$ cat config.mk
export PLATFORM = sky130hd
export DESIGN_NAME = pic_host_sequencer
export DESIGN_NICKNAME = d
export VERILOG_FILES = /design/src/rtl/pic_host_sequencer.sv
export SDC_FILE = /design/constraint.sdc
export NUM_CORES = 1
export LEC_CHECK = 0
export CAP_MARGIN = 20
export CORE_ASPECT_RATIO = 0.7
export CORE_UTILIZATION = 47
export CTS_BUF_LIST = sky130_fd_sc_hd__clkbuf_8
export CTS_CLUSTER_SIZE = 40
export DETAILED_ROUTE_END_ITERATION = 8
export DONT_BUFFER_PORTS = 1
export GPL_ROUTABILITY_DRIVEN = 1
export PLACE_DENSITY = 0.71
export SYNTH_ARGS = -nofsm -noshare
export SYNTH_HDL_FRONTEND = slang
export SYNTH_SLANG_ARGS = --single-unit
$ cat constraint.sdc
create_clock -name clk -period 2.92 [get_ports clk]
set_input_delay 0.438 -clock clk [delete_from_list [all_inputs] [get_ports clk]]
set_output_delay 0.438 -clock clk [all_outputs]
set_load 0.05 [all_outputs]
$ cat src/rtl/pic_host_sequencer.sv
// pic_host_sequencer
//   Bus master for an 8259-style interrupt controller. After reset it writes
//   ICW1..ICW4 and an initial OCW1 mask. It then answers INT with the
//   two-pulse INTA cycle, captures the vector and hands it to the CPU over a
//   valid/ready handshake. It also issues EOI (OCW2) and mask (OCW1) writes
//   on request.
//
// Ports
//   clk, rst_n        clock, asynchronous active-low reset
//   INT               interrupt request from the controller
//   CS, WR, RD, INTA  active-low bus strobes (RD is reserved, held high)
//   A0                register select
//   DATA_OUT/DATA_OE  write data and DATABUS drive enable (the top owns the tristate)
//   DATA_IN           sampled DATABUS value, captured as the vector
//   init_done         initialisation sequence complete
//   vec_valid/vec_data/vec_ready   vector handshake to the CPU
//   eoi_req, mask_wr, mask_data    single-cycle command requests
//   cmd_ready         high when eoi_req/mask_wr are accepted this cycle
//
// Optional build macro
//   PIC_INT_SYNC_EN   pass INT through a 2-flop synchronizer (2 cycles more latency)

module pic_host_sequencer #(
  parameter logic [4:0]  VECTOR_BASE  = 5'b00100,
  parameter bit          LEVEL_TRIG   = 1'b0,
  parameter bit          SINGLE       = 1'b1,
  parameter logic [7:0]  ICW3_VAL     = 8'h00,
  parameter bit          AEOI         = 1'b0,
  parameter logic [7:0]  INIT_MASK    = 8'h00,
  parameter int unsigned PULSE_CYCLES = 2,
  parameter int unsigned GAP_CYCLES   = 2
) (
  input  logic       clk,
  input  logic       rst_n,
  input  logic       INT,
  output logic       CS,
  output logic       WR,
  output logic       RD,
  output logic       A0,
  output logic       INTA,
  output logic [7:0] DATA_OUT,
  output logic       DATA_OE,
  input  logic [7:0] DATA_IN,
  output logic       init_done,
  output logic       vec_valid,
  output logic [7:0] vec_data,
  input  logic       vec_ready,
  input  logic       eoi_req,
  input  logic       mask_wr,
  input  logic [7:0] mask_data,
  output logic       cmd_ready
);

  typedef enum logic [3:0] {
    RST_WAIT, W_ICW1, W_ICW2, W_ICW3, W_ICW4, W_OCW1,
    IDLE, W_MASK, W_EOI, INTA1, INTA_GAP, INTA2, VEC
  } state_t;

  localparam logic [7:0]  ICW1_VAL   = {3'b000, 1'b1, LEVEL_TRIG, 1'b0, SINGLE, 1'b1};
  localparam logic [7:0]  ICW2_VAL   = {VECTOR_BASE, 3'b000};
  localparam logic [7:0]  ICW4_VAL   = {6'b000000, AEOI, 1'b1};
  localparam logic [7:0]  OCW2_EOI   = 8'h20;
  localparam logic [15:0] PULSE_LAST = 16'(PULSE_CYCLES);
  localparam logic [15:0] HOLD_PH    = 16'(PULSE_CYCLES + 1);
  localparam logic [15:0] GAP_LAST   = 16'(GAP_CYCLES);

  state_t      state;
  state_t      wr_next;
  logic [15:0] phase;
  logic        int_s;

  `ifdef PIC_INT_SYNC_EN
  logic [1:0] int_sync;

  always_ff @(posedge clk or negedge rst_n) begin
    if (!rst_n) int_sync <= '0;
    else        int_sync <= {int_sync[0], INT};
  end

  assign int_s = int_sync[1];
  `else
  assign int_s = INT;
  `endif

  // Register data for each fixed write (mask data comes straight from the request).
  function automatic logic [7:0] data_of(input state_t s);
    case (s)
      W_ICW1:  return ICW1_VAL;
      W_ICW2:  return ICW2_VAL;
      W_ICW3:  return ICW3_VAL;
      W_ICW4:  return ICW4_VAL;
      W_OCW1:  return INIT_MASK;
      W_EOI:   return OCW2_EOI;
      default: return '0;
    endcase
  endfunction

  function automatic logic a0_of(input state_t s);
    return (s != W_ICW1) && (s != W_EOI);
  endfunction

  // Successor after a write completes; command writes and OCW1 end in IDLE.
  always_comb begin
    wr_next = IDLE;
    case (state)
      W_ICW1:  wr_next = W_ICW2;
      W_ICW2:  wr_next = SINGLE ? W_ICW4 : W_ICW3;
      W_ICW3:  wr_next = W_ICW4;
      W_ICW4:  wr_next = W_OCW1;
      default: wr_next = IDLE;
    endcase
  end

  assign RD = 1'b1;

  // Outputs are loaded on the edge that enters each phase, so every strobe
  // is a flop output. Write phases: 0 = setup, 1..PULSE = WR low, PULSE+1 = hold.
  // Consecutive init writes run back to back, so CS stays low until the last one ends.
  always_ff @(posedge clk or negedge rst_n) begin
    if (!rst_n) begin
      state     <= RST_WAIT;
      phase     <= '0;
      CS        <= 1'b1;
      WR        <= 1'b1;
      INTA      <= 1'b1;
      A0        <= 1'b0;
      DATA_OUT  <= '0;
      DATA_OE   <= 1'b0;
      init_done <= 1'b0;
      vec_valid <= 1'b0;
      vec_data  <= '0;
      cmd_ready <= 1'b0;
    end else begin
      case (state)
        RST_WAIT: begin
          state    <= W_ICW1;
          phase    <= '0;
          CS       <= 1'b0;
          WR       <= 1'b1;
          A0       <= a0_of(W_ICW1);
          DATA_OUT <= data_of(W_ICW1);
          DATA_OE  <= 1'b1;
        end

        W_ICW1, W_ICW2, W_ICW3, W_ICW4, W_OCW1, W_MASK, W_EOI: begin
          if (phase == HOLD_PH) begin
            if (wr_next == IDLE) begin
              state     <= IDLE;
              CS        <= 1'b1;
              DATA_OE   <= 1'b0;
              init_done <= 1'b1;
              cmd_ready <= 1'b1;
            end else begin
              state    <= wr_next;
              phase    <= '0;
              WR       <= 1'b1;
              A0       <= a0_of(wr_next);
              DATA_OUT <= data_of(wr_next);
            end
          end else begin
            phase <= phase + 16'd1;
            WR    <= (phase == PULSE_LAST);
          end
        end

        IDLE: begin
          if (mask_wr) begin
            state     <= W_MASK;
            phase     <= '0;
            CS        <= 1'b0;
            WR        <= 1'b1;
            A0        <= 1'b1;
            DATA_OUT  <= mask_data;
            DATA_OE   <= 1'b1;
            cmd_ready <= 1'b0;
          end else if (eoi_req && !AEOI) begin
            state     <= W_EOI;
            phase     <= '0;
            CS        <= 1'b0;
            WR        <= 1'b1;
            A0        <= a0_of(W_EOI);
            DATA_OUT  <= data_of(W_EOI);
            DATA_OE   <= 1'b1;
            cmd_ready <= 1'b0;
          end else if (int_s) begin
            state     <= INTA1;
            phase     <= 16'd1;
            INTA      <= 1'b0;
            cmd_ready <= 1'b0;
          end
        end

        INTA1: begin
          if (phase == PULSE_LAST) begin
            state <= INTA_GAP;
            phase <= 16'd1;
            INTA  <= 1'b1;
          end else begin
            phase <= phase + 16'd1;
          end
        end

        INTA_GAP: begin
          if (phase == GAP_LAST) begin
            state <= INTA2;
            phase <= 16'd1;
            INTA  <= 1'b0;
          end else begin
            phase <= phase + 16'd1;
          end
        end

        INTA2: begin
          if (phase == PULSE_LAST) begin
            state     <= VEC;
            INTA      <= 1'b1;
            vec_data  <= DATA_IN;
            vec_valid <= 1'b1;
          end else begin
            phase <= phase + 16'd1;
          end
        end

        VEC: begin
          if (vec_ready) begin
            state     <= IDLE;
            vec_valid <= 1'b0;
            cmd_ready <= 1'b1;
          end
        end

        default: state <= RST_WAIT;
      endcase
    end
  end

endmodule
======== Word-level counts from Yosys, hierarchy flattened ========
Cells that the tools add are included.
storage, ports and cells
  flip-flop bits (word level) ............. 44
  latch bits .............................. 0
  memory bits (writable) .................. 0
  ROM bits ................................ 0
  bits of input ports ..................... 22
  output and inout bits ................... 25
  logic and storage cells ................. 125
  memories kept ........................... 0
operators by class
  add/sub/neg operators ................... 1
  multipliers ............................. 0
  divide/modulo/power cells ............... 0
  order comparisons ....................... 0
  equality and inequality tests ........... 36
  shift operators ......................... 0
  multiplexer cells ....................... 54
  bitwise gates (word level) .............. 0
  reduce and logical (&&, ||, !) cells .... 22
operator list
  kind                                            count
  two-way mux 16 bit                              7
  one-hot mux 16 bit (5 select lines)             1
  two-way mux 4 bit                               9
  == test 16 x 2 -> 1 bit, second input constant  2
  two-way mux 8 bit                               4
  one-hot mux 4 bit (7 select lines)              1
  == test 4 x 3 -> 1 bit, second input constant   6
  == test 4 bit, second input constant            6
  one-hot mux 8 bit (3 select lines)              1
  two-way mux 1 bit                               22
  != test 2 bit, second input constant            11
  one-hot mux 1 bit (3 select lines)              6
  one-hot mux 6 bit (3 select lines)              1
  adder 16 x 1 -> 16 bit, second input constant   1
  == test 4 x 2 -> 1 bit, second input constant   3
  AND reduction 4 bit                             3
  AND reduction 6 bit                             2
  one-hot mux 3 bit (3 select lines)              1
  AND reduction 3 bit                             3
  nonzero test 3 bit                              3
  == test 4 x 1 -> 1 bit, second input constant   2
  != test 4 bit, second input constant            2
  OR reduction 2 bit                              4
  OR reduction 7 bit                              1
  10 further kinds                                11

======== Logic depth before layout (Yosys ltp) ========
  depth after elaboration ................. 9
  gate-level depth with buffers ........... 10
  gate-level depth less buffers ........... 8

======== Worst setup path after synthesis ========
Ideal clock, no wire load.
  path kind ............................... register to register
  start ................................... register phase[0]
  end ..................................... register CS
  library setup time ...................... 0.083 ns
  data arrival time ....................... 2.202 ns
  data required time ...................... 2.837 ns
  path slack .............................. 0.634 ns
  stages on the path, launching flop included .. 8
  buffers on the path ..................... 0
  period minus slack after synthesis ...... 2.286 ns
  path through ............................ dfrtp_1 > ha_1 > nor3b_1 > nand4_4 > a21bo_4 > nand2_4 > or4_4 > a221o_1
on the way
  longest elaborated chain between the ends .. 3
RTL lines
  what                                  line  RTL
  from (decl)                           69    logic [15:0] phase;
  from (signal assigned)                161   phase <= phase + 16'd1;
  from (signal assigned)                199   phase <= phase + 16'd1;
  from (signal assigned)                209   phase <= phase + 16'd1;
  == test 16 x 2 -> 1 bit               146   if (phase == HOLD_PH) begin
  != test 2 bit (no source line)        n/a
  AND reduction 4 bit (no source line)  n/a
  to (signal assigned)                  138   CS <= 1'b0;
  to (signal assigned)                  149   CS <= 1'b1;
  to (signal assigned)                  170   CS <= 1'b0;
  to (decl)                             36    output logic CS,
Every way passes these cells.
A chain may end at the register's enable or synchronous reset.

======== Worst setup path in the final report ========
Same ends and word-level chain as after synthesis.

==> flow_summary.toml <==
[global_routing]
grt_pass1_wl_um = 9920
first_global_vias = 1940
grt_max_degree = 45
antenna_found_initial = 0
grt_usage_pct = 21.9
gr-total-overflow = 0

[die]
fp.coreArea_mm2 = 0.00526
num_rows = 22
die-area_mm2 = 0.00580
die_width_um = 90.6
io_pins = 47
fp.dieH_um = 64
initial_core_util_pct = 49.1

[sta]
worst_slew_pin_slew_ns = 0.606
fin_worst_skew_ns = 0.00875
fmax_mhz = 399
fin_crit_ns = 2.50
timing.final.crit_share_pct = 85.7
finalMaxSlewViolations = 0
final_hold_viol_count = 0
finalSetupViolations = 0
layout_setup_ws_ns = 0.417
rsz0062_at_grt = "no"
slew_headroom_pct = 59.6
setup_tns_ns = 0

[clock_tree]
clock_sinks = 44
clock_tree.buffer_depth = 2
clk_pin_slew_worst_paths_ns = 0.09
cts-root-buf = "clkbuf_8"
h-tree-depth = 2
cts-buffers-inserted = 5
clk_latency_ns = 0.31
cts_hold_buf = 2
post_cts_buffers = 0
cts.repair.resized = 0
cts_tree = "built"

[synth]
ys_warn_count = 0
synth.yosys.seq_area_share_pct = 42.8
synth_area_leader_cell = "dfrtp_1"
synth_top_area_share_pct = 39.7
synth_edf_count = 0
yosysMostFrequentCell = "nand2_1"
syn_area_per_cell_um2 = 8.81
synthArstFlopShare_pct = 100
synth_cell_type_count = 59
synth_ff_type = "dfrtp_1"
ys_seq_elements = 44
syn_inst = 293
synthTopCellsByCount = "nand2_1, dfrtp_1, o21ai_0, a21oi_1, nor2_1"
syn-num-nets = 317
ys_top_cells_by_area = "dfrtp_1, nand2_1, o21ai_0, a21oi_1, dfstp_2"
netlist_area_mm2 = 0.00258

[detailed_routing]
vias = 2134
drtIter0Drc = 199
viasPerCell = 5.83
routed_wl_um = 5790
ant_nets = 0
post-route-drc-count = 0
wl_per_cell_um = 15.8
drtPass1Iterations = 4

[worst_setup_path]
path_class = "reg -> reg"
arrival_ns = 2.74
reg2reg_depth = 7
cp.required_ns = 3.15
worst-r2r-setup-slack_ns = 0.42
r2r_start = "phase[0]$_DFFE_PN0P_"
reg2reg_to = "CS$_DFFE_PN1P_"
crit_path_max_fanout = 8
startpoint = "phase[0]$_DFFE_PN0P_"
end_kind = "flip-flop"
start_kind = "flip-flop"

[cells_and_area]
n_fill_cell = 478
post_route_cells_drive_above_1_share_pct = 12.9
final_area_mm2 = 0.00275
syn_to_final_growth_pct = 6.45
nNetsFinal = 317
final_cells = 366
num_antenna_cells = 0

[power]
max-vdd-ir-drop_mv = 0.551
p_leak_uw = 0.00114
p_per_area_mw_per_mm2 = 1070

[min_path]
min_path_cells = 2
min_from = "DATA_IN[5]"
min_to = "vec_data[5]$_DFFE_PN0P_"
min_path_type = "in -> reg"

[placed_design]
place.gp.congestion = 0.955
dp_slack_ns = 0.455
place_inst = 356
hpwl_um = 4180
portBuffers = 0
placed_cell_area_mm2 = 0.00262

[status]
outcome = "finished clean"

[run]
drv_cap = 0
-- how the worst max path moves through the flow --
stage	endpoint	slack (ns)	cells after the start
after floorplan	CS$_DFFE_PN1P_	0.63	7
after global routing	A0$_DFFE_PN0P_	0.25	7
after detailed placement	CS$_DFFE_PN1P_	0.45	7
after CTS	CS$_DFFE_PN1P_	0.43	7
final	CS$_DFFE_PN1P_	0.42	7
after global placement	CS$_DFFE_PN1P_	0.53	7
-- layout by cell type, fill, tap and decap left out, types with 3 or more instances in the layout --
| master | Yosys | layout |
|---|---|---|
| clkbuf_8 | 0 | 5 |
| dfstp_2 | 3 | 3 |
| or3_1 | 9 | 9 |
| a22o_1 | 8 | 8 |
| dfrtp_1 | 41 | 41 |
| nor3b_1 | 4 | 4 |
| a21oi_1 | 20 | 20 |
| buf_4 | 6 | 7 |
| nor2_1 | 17 | 17 |
| nand4_1 | 6 | 6 |
| a31oi_1 | 3 | 3 |
| o21ai_0 | 31 | 31 |
| nand3_1 | 8 | 8 |
| nand2_1 | 57 | 57 |
| nor4_4 | 3 | 3 |
| or2_2 | 3 | 3 |
| inv_1 | 15 | 15 |
-- flip-flops by register name (all words and copies together) (netlist names), 4 cells and up --
register and cells:
state 4, phase 16, vec_data 8, DATA_OUT 8
-- metrics by stage --
stage	utilization (%)	total power, uW	hold WS, ns
2_1_floorplan	-	2280	0.142
5_1_grt	52.3	3160	0.229
3_3_place_gp	49.8	2490	0.143
3_5_place_dp	49.8	2510	0.144
6_report	52.3	2940	0.237
4_1_cts	52.3	2940	0.228
-- layer usage --
| layer | part of all wire (%) | GRT usage, % |
|---|---|---|
| met1 | 51 | 33.7 |
| met5 | 0 | 0 |
| met3 | 8.5 | 6.55 |
| met2 | 39 | 28.7 |
| met4 | 0.93 | 6.65 |
-- report_power, final --
group | total (uW) | internal (uW) | switching [uW] | leakage (uW)
logic | 1250 | 497 | 749 | 0.000562
registers | 1290 | 768 | 525 | 0.000533
clock network | 404 | 174 | 230 | 0.0000452
total | 2940 | 1440 | 1500 | 0.00114
-- cell type report --
type                       instances  area [um^2]  share of cell area (%)
clock buffer                       5         68.8                    2.50
inverter                          15         56.3                    2.05
multi-input combinational        218         1310                    47.8
timing repair buffer               9         90.1                    3.28
clock inverter                     3         25.0                   0.911
tap                               72         90.1                    3.28
sequential                        44         1100                    40.2
-- critical path: stages, from the launching register on --
cell,delay [ns]
dfrtp_1,0.44
ha_1,0.28
nor3b_1,0.36
nand4_4,0.19
a21bo_4,0.30
nand2_4,0.07
or4_4,0.49
a221o_1,0.31
-- cell families (layout without fill, tap and decap cells) --
kind of cell,count (synthesis),count (layout),share of synthesized area (%)
XOR/XNOR,4,4,1.36
AND/OR/NAND/NOR,123,123,26.0
buffers and inverters,31,32,6.35
flip-flops,44,44,42.8
AO/OA/AOI/OAI,87,87,22.0
adder cells (fa/ha/maj),2,2,0.969
other,1,1,0.145
multiplexers,1,1,0.436
(Power assumes the default switching activity.)
